===== config.mk =====
export PLATFORM = sky130hd
export DESIGN_NAME = sam_mem_arbiter
export DESIGN_NICKNAME = d
export VERILOG_FILES = /design/src/rtl/sam_pkg.sv /design/src/rtl/sam_rr_arbiter.sv /design/src/rtl/sam_mem_arbiter.sv
export SDC_FILE = /design/constraint.sdc
export NUM_CORES = 1
export LEC_CHECK = 0
export BUFFER_PORTS_ARGS = -buffer_cell sky130_fd_sc_hd__buf_2
export CAP_MARGIN = 15
export CORE_MARGIN = 4
export CORE_UTILIZATION = 35
export CTS_CLUSTER_DIAMETER = 120
export DETAILED_ROUTE_END_ITERATION = 8
export SETUP_SLACK_MARGIN = 0.5
export SYNTH_ARGS = -nofsm -noshare
export SYNTH_HDL_FRONTEND = slang
export SYNTH_HIERARCHICAL = 1
export SYNTH_SLANG_ARGS = --single-unit

===== constraint.sdc =====
create_clock -name clk_i -period 1.38 [get_ports clk_i]
set_input_delay 0.138 -clock clk_i [delete_from_list [all_inputs] [get_ports clk_i]]
set_output_delay 0.138 -clock clk_i [all_outputs]
set_load 0.05 [all_outputs]

===== src/rtl/sam_pkg.sv =====
// sam_pkg: shared constants and types for the SAM memory arbiter
package sam_pkg;
    localparam int SAM_ADDR_W    = 8;
    localparam int SAM_DATA_W    = 8;
    localparam int SAM_MEM_DEPTH = 64;
    localparam int SAM_MEM_AW    = 6;
    typedef enum logic [1:0] {ST_IDLE, ST_ACCESS, ST_RESP} state_e;
    typedef enum logic {REQ_CPU = 1'b0, REQ_CON = 1'b1} req_id_e;
endpackage


===== src/rtl/sam_rr_arbiter.sv =====
// sam_rr_arbiter: 2-way round-robin grant between CPU and console, remembers last winner
module sam_rr_arbiter
    import sam_pkg::*;
(
    input  logic    clk_i,
    input  logic    rst_ni,
    input  logic    cpu_req_i,
    input  logic    con_req_i,
    input  logic    take_i,
    output logic    gnt_valid_o,
    output req_id_e gnt_id_o
);
    req_id_e last_q, last_d;
    always_comb begin
        gnt_valid_o = cpu_req_i | con_req_i;
        gnt_id_o    = (cpu_req_i && con_req_i) ? ((last_q == REQ_CPU) ? REQ_CON : REQ_CPU)
                    : (cpu_req_i ? REQ_CPU : REQ_CON);
        last_d      = (take_i && gnt_valid_o) ? gnt_id_o : last_q;
    end
    always_ff @(posedge clk_i or negedge rst_ni) begin
        if (!rst_ni) last_q <= REQ_CON;
        else         last_q <= last_d;
    end
endmodule


===== src/rtl/sam_mem_arbiter.sv =====
// sam_mem_arbiter: shares the 64x8 program/data memory between the CPU bus and the console port
module sam_mem_arbiter
    import sam_pkg::*;
#(
    parameter int ADDR_W    = SAM_ADDR_W,
    parameter int MEM_DEPTH = SAM_MEM_DEPTH,
    parameter int DATA_W    = SAM_DATA_W
) (
    input  logic                  clk_i,
    input  logic                  rst_ni,
    input  logic                  cpu_ale_i,
    input  logic                  cpu_en_i,
    input  logic                  cpu_rw_i,
    input  logic [ADDR_W-1:0]     cpu_addr_i,
    input  logic [DATA_W-1:0]     cpu_wdata_i,
    output logic [DATA_W-1:0]     cpu_rdata_o,
    output logic                  cpu_rdy_o,
    input  logic                  pause_i,
    input  logic                  con_req_i,
    input  logic                  con_rw_i,
    input  logic [ADDR_W-1:0]     con_addr_i,
    input  logic [DATA_W-1:0]     con_wdata_i,
    output logic [DATA_W-1:0]     con_rdata_o,
    output logic                  con_ack_o,
    output logic                  mem_en_o,
    output logic                  mem_we_o,
    output logic [SAM_MEM_AW-1:0] mem_addr_o,
    output logic [DATA_W-1:0]     mem_wdata_o,
    input  logic [DATA_W-1:0]     mem_rdata_i,
    output logic                  addr_err_o
);
    state_e              state_q, state_d;
    req_id_e             id_q, gnt_id;
    logic                gnt_any, grant, acc, resp, in_rng;
    logic                rw_q, err_q, cpu_rdy_q, con_ack_q;
    logic [ADDR_W-1:0]   ale_q, addr_q;
    logic [DATA_W-1:0]   wdata_q, cpu_rdata_q, con_rdata_q, rd_data;
    sam_rr_arbiter u_arb (
        .clk_i       (clk_i),
        .rst_ni      (rst_ni),
        .cpu_req_i   (cpu_en_i && !pause_i),
        .con_req_i   (con_req_i),
        .take_i      (state_q == ST_IDLE),
        .gnt_valid_o (gnt_any),
        .gnt_id_o    (gnt_id)
    );
    // Memory strobes are decoded from state so an async reset kills them at once
    always_comb begin
        grant       = (state_q == ST_IDLE) && gnt_any;
        acc         = state_q == ST_ACCESS;
        resp        = state_q == ST_RESP;
        in_rng      = 32'(addr_q) < MEM_DEPTH;
        state_d     = grant ? ST_ACCESS : (acc ? ST_RESP : ST_IDLE);
        mem_en_o    = acc && in_rng;
        mem_we_o    = acc && in_rng && !rw_q;
        mem_addr_o  = acc ? addr_q[SAM_MEM_AW-1:0] : '0;
        mem_wdata_o = acc ? wdata_q : '0;
        rd_data     = in_rng ? mem_rdata_i : '0;
        cpu_rdata_o = cpu_rdata_q;
        con_rdata_o = con_rdata_q;
        cpu_rdy_o   = cpu_rdy_q;
        con_ack_o   = con_ack_q;
        addr_err_o  = err_q;
    end
    always_ff @(posedge clk_i or negedge rst_ni) begin
        if (!rst_ni) begin
            state_q     <= ST_IDLE;
            ale_q       <= '0;
            id_q        <= REQ_CPU;
            rw_q        <= 1'b0;
            addr_q      <= '0;
            wdata_q     <= '0;
            err_q       <= 1'b0;
            cpu_rdy_q   <= 1'b0;
            con_ack_q   <= 1'b0;
            cpu_rdata_q <= '0;
            con_rdata_q <= '0;
        end else begin
            state_q <= state_d;
            if (cpu_ale_i) ale_q <= cpu_addr_i;
            if (grant) begin
                id_q    <= gnt_id;
                rw_q    <= (gnt_id == REQ_CPU) ? cpu_rw_i : con_rw_i;
                addr_q  <= (gnt_id == REQ_CPU) ? ale_q : con_addr_i;
                wdata_q <= (gnt_id == REQ_CPU) ? cpu_wdata_i : con_wdata_i;
            end
            if (acc && !in_rng) err_q <= 1'b1;
            cpu_rdy_q <= resp && id_q == REQ_CPU;
            con_ack_q <= resp && id_q == REQ_CON;
            if (resp && rw_q && id_q == REQ_CPU) cpu_rdata_q <= rd_data;
            if (resp && rw_q && id_q == REQ_CON) con_rdata_q <= rd_data;
        end
    end
endmodule


# After elaboration in Yosys (flattened, before gate mapping)
# Cells that the tools add are included.
dict set report classes {
  n_lt_le_gt_ge 1
  n_eq_ne 2
  mux 11
  n_bitwise 2
  n_reduce_logical 15
}
# operator count
set op_table {}
lappend op_table {{two-way mux 8 bit} 4}
lappend op_table {{logical AND 1 bit} 11}
lappend op_table {{< comparator 8 x 7 -> 1 bit (second input constant)} 1}
lappend op_table {{two-way mux 6 bit} 1}
lappend op_table {{two-way mux 1 bit} 4}
lappend op_table {{two-way mux 2 bit} 2}
lappend op_table {{zero test 1 bit} 3}
lappend op_table {{== test 2 x 1 -> 1 bit (second input constant)} 1}
lappend op_table {{== test 2 bit (second input constant)} 1}
lappend op_table {{zero test 2 bit} 1}
lappend op_table {{NOT 1 bit} 1}
lappend op_table {{OR 1 bit} 1}
dict set report totals {
  register_bits 48
  output_inout_bits 35
  wordCells 43
}

# Longest topological paths before layout
dict set report logic_depth {
  ltp_word 5
  depth_mapped 6
}

# By module
# The synthesis kept the hierarchy.
# mod instances cells_per_inst area_per_inst_um2 seq_area_each_um2
set by_module_without_submodules {}
lappend by_module_without_submodules {sam_mem_arbiter 1 151 2249.7 1176.1}
lappend by_module_without_submodules {sam_rr_arbiter 1 6 52.6 26.3}

# Least setup slack after synthesis
# No wires, ideal clock.
dict set report synth_timing {
  kind {flip-flop to output port}
  from {reg state_q[0]}
  to {out mem_we_o}
  arrival_time_ns 2.142
  required_ns 1.242
  path_slack_ns -0.900
  path_stages_with_launch 3
  path_cell_list {dfrtp_1 -> or2b_1 -> nor4_1}
}
dict set report synth_via {
  elab_chain_cells 3
}
# element line
set synth_rtl {}
lappend synth_rtl {{from (decl)} sam_mem_arbiter.sv:32} ;# state_e state_q, state_d;
lappend synth_rtl {{from (signal assigned)} sam_mem_arbiter.sv:79} ;# state_q <= state_d;
lappend synth_rtl {{== test 2 x 1 -> 1 bit} sam_mem_arbiter.sv:50} ;# acc = state_q == ST_ACCESS;
lappend synth_rtl {{logical AND 1 bit (2 in series)} sam_mem_arbiter.sv:55} ;# mem_we_o = acc && in_rng && !rw_q;
lappend synth_rtl {{to (decl)} sam_mem_arbiter.sv:26} ;# output logic mem_we_o,
# Every way passes these cells.

# Worst setup path after layout
dict set report layout_timing {
  from {reg state_q[1]}
  to {reg wdata_q[6]}
}
dict set report layout_via {
  elab_chain_cells 2
}
# element line
set layout_rtl {}
lappend layout_rtl {{zero test 2 bit} sam_mem_arbiter.sv:49} ;# grant = (state_q == ST_IDLE) && gnt_any;
lappend layout_rtl {{logical AND 1 bit} sam_mem_arbiter.sv:49}
lappend layout_rtl {{to (signal assigned)} sam_mem_arbiter.sv:85} ;# wdata_q <= (gnt_id == REQ_CPU) ? cpu_wdata_i : con_wdata_i;
lappend layout_rtl {{to (decl)} sam_mem_arbiter.sv:37} ;# logic [DATA_W-1:0] wdata_q, cpu_rdata_q, con_rdata_q, rd_data;
# Every way passes these cells.
# A chain may end at the register's enable or synchronous reset.

==> metrics.md <==
| Metric | Value |
|---|---|
| VDD IR max | approximately 1.2 mV |
| Unique cell type count in the Yosys netlist | 27 |
| CTS tree | built |
| Final Hold Fails | 0 |
| Most frequent cells in the layout | buf_2, mux2_4, dfrtp_1 |
| Fin util | between 50% and 60% |
| Clock skew | ~0.011 ns |
| Commonest non-fill, non-tap cell in the layout | buf_2 |
| Max-slew violations | 0 |
| Period utilization | 119% |
| Delay-heaviest family, CP | buffers and inverters |
| Clock Power Share | between 10% and 20% |
| Clk_lat worst skew | a little over 0.3 ns |
| Die ar. | 0.00794 mm2 |
| Pin count of the biggest net entering global routing | 26 |
| Starting Density | 36.1% |
| GR peak layer | met2 |
| CTS Buf Count | 5 |
| CTS Sinks | 48 |
| Gpl congestion | around 0.7 |
| I/O pins | 83 |
| RSZ-0062 raised after global routing | yes |
| First-pass GRT wire length | 8690 um |
| Number of flops mapped to enable cells by yosys | 0 |
| Post-Place Cells | roughly 320 |
| Final net count | approximately 330 |
| Worst-path clk slew | ~0.09 ns |
| Core region area | 0.00639 mm2 |
| Vias/cell | ~4.8 |
| Area delta synth->final | 64.5% |
| P_leak | about 1.9 nW |
| Count of input and output buffers | ~80 |
| Synth Area per Inst | roughly 15 um2 |
| Number of antenna diodes | 0 |
| Non-Filler Instances | 355 |
| Crit-path max cell delay | 0.41 ns |
| CTS Buffer Depth | 2 |
| Crit-path max FO | 7 |
| Die Ht | about 89 um |
| Crit Path Category | reg2reg |
| Pint | 4.90 mW |
| Power per cell area | 2100 mW/mm2 |
| Mapped cell area | around 0.0023 mm2 |
| H-tree level count | 2 |
| M3 GR Usage | 5.44% |
| Synthesized instance count | between 150 and 200 |
| Failing checks | setup timing |
| Crit path time final | between 1.5 and 2 ns |
| Total gr overflow | 0 |
| Post-route ant nets | 0 |
| Storage cell area | 0.00120 mm2 |
| Synthesis-stage register bit count | between 40 and 50 |
| Routing usage on met2 | roughly a quarter |
| Vias | approximately 1700 |
| Fraction of registers with async set/reset | 100% |
| Switch Pwr | 3.04 mW |
| Final Cell Area | about 0.0038 mm2 |
| Seq pwr share | 28.2% |
| Number of detailed-route iterations in the first pass | 4 |
| Total Wirelength | about 5700 um |
| Layout cells sized above 1 | 77.0% |
| Combinational share of power | 59.0% |
| Vias in the first global route | 1782 |
| CP bufs+invs | 3 |
| Fmax | 608 MHz |
| Antenna violations before repair | 0 |
| Yosys warns | 6 |
| Syn Nets | 205 |
| Critical path data arrival time | around 1.8 ns |
| DP HPWL | around 3700 um |
| Final worst slack | -0.266 ns |
| WP data required | around 1.6 ns |
| Avg WL per Cell | 16.1 um |
| Rows | 29 |
| DRT iter0 DRCs | between 60 and 70 |
| Met1 GRT Util | between 10% and 20% |
| Startpoint types | flip-flop |
| Crit-path cells | buf_4, buf_6, nor3b_4, clkbuf_16, mux2_4 |
| DRC | 0 |
| Main synth FF type | dfrtp_1 |
| Slew margin rel. | 76.2% |
| Fill count | 500 |
| Critical-path top delay cell | dfrtp_2 |
| Die X | around 89 um |
| Final Setup Violations | 50 |
| GRT Total Usage | about 14% |
| Overall Power | between 7 and 8 mW |
| Part of the Yosys area used for sequential elements | 52.2% |
| DP Area | a little over 0.003 mm2 |
| Root Driver | clkbuf_8 |
| Setup TNS | -9.98 ns |
| Multi-input logic area | 0.00120 mm2 |
| Switching part of the total | a little under two fifths |
| Max_cap viols | 0 |
| Worst slew pin tran | ~0.36 ns |
| Status | finished, violations left |
| Worst hold-check path type | in2reg |
| Endpoint class of the critical path | flip-flop |
==> layout make-up <==
| cell class | count | area share, % |
|---|---|---|
| Clock buffer | 5 | 1.82 |
| Clock inverter | 3 | 1.12 |
| Inverter | 2 | 0.529 |
| Multi-Input combinational cell | 97 | 31.7 |
| Sequential cell | 48 | 31.8 |
| Tap cell | 77 | 2.54 |
| Timing Repair Buffer | 122 | 30.1 |
| Timing Repair inverter | 1 | 0.429 |
==> through the flow <==
step	hold slack, ns	setup slack, ns
5_1_grt	0.0403	-0.306
3_5_place_dp	0.149	-0.0925
3_3_place_gp	0.150	-0.0871
4_1_cts	0.0466	-0.228
6_report	0.0591	-0.266
2_1_floorplan	-0.158	-0.123
==> metal layers <==
layer  share of wire (%)  wire [um]
met4                 1.3         72
met5                   0          0
met3                 8.8        501
met2                  48       2730
met1                  42       2410
==> cell usage after synthesis, types with 2 or more instances <==
| cell | instances | area [um2] |
|---|---|---|
| dfrtp_1 | 47 | 1180 |
| mux2_4 | 18 | 270 |
| mux2_2 | 41 | 462 |
| buf_6 | 4 | 45.0 |
| clkbuf_1 | 3 | 11.3 |
| and2_1 | 14 | 87.6 |
| nor3b_1 | 9 | 67.6 |
| nor2_1 | 2 | 7.51 |
==> flip-flops by register name, summed over array words and instances (netlist names) <==
register / flops
addr_err_o: 1
addr_q: 8
ale_q: 8
con_ack_o: 1
con_rdata_o: 8
cpu_rdata_o: 8
cpu_rdy_o: 1
id_q: 1
rw_q: 1
state_q: 2
u_arb/last_q: 1
wdata_q: 8
==> path summary, 6_finish.rpt <==
kind,from,end,slack [ns],depth (start not counted)
setup / recovery,state_q[1]$_DFF_PN0_,wdata_q[6]$_DFFE_PN0P_,-0.27,5
hold / removal,cpu_addr_i[0],ale_q[0]$_DFFE_PN0P_,0.06,2
setup reg to reg,state_q[1]$_DFF_PN0_,wdata_q[6]$_DFFE_PN0P_,-0.27,5
hold reg to reg,addr_err_o$_DFFE_PN0P_,addr_err_o$_DFFE_PN0P_,0.50,1
max in group asynchronous,rst_ni,u_arb/last_q$_DFFE_PN1P_,0.71,3
min in group asynchronous,rst_ni,con_rdata_o[3]$_DFFE_PN0P_,0.36,3
==> power groups by stage <==
stage / registers, mW / clock network, mW / logic [mW]
after floorplan: 2.62 / 0 / 2.22
after global placement: 2.24 / 0 / 3.43
after detailed placement: 2.24 / 0 / 3.46
after CTS: 2.24 / 1.05 / 4.32
after global routing: 2.31 / 1.11 / 4.91
final: 2.24 / 1.01 / 4.69
==> cells by family after synthesis <==
group	synth area share [%]
AND/OR/NAND/NOR	10.3
multiplexers	31.8
AO/OA/AOI/OAI	1.03
buffers and inverters	4.62
flip-flops	52.2
==> timing repair <==
action / in CTS / in global routing
buffers inserted: 18 / 1
pin swaps: 3 / 2
resized for setup: 93 / 21
endpoints found under the setup margin: 75 / 75
gates cloned: 2 / 2
hold buffers: 1 / 0
endpoints found under the hold margin: 47 / 0
Power figures use the tool's default switching activity.
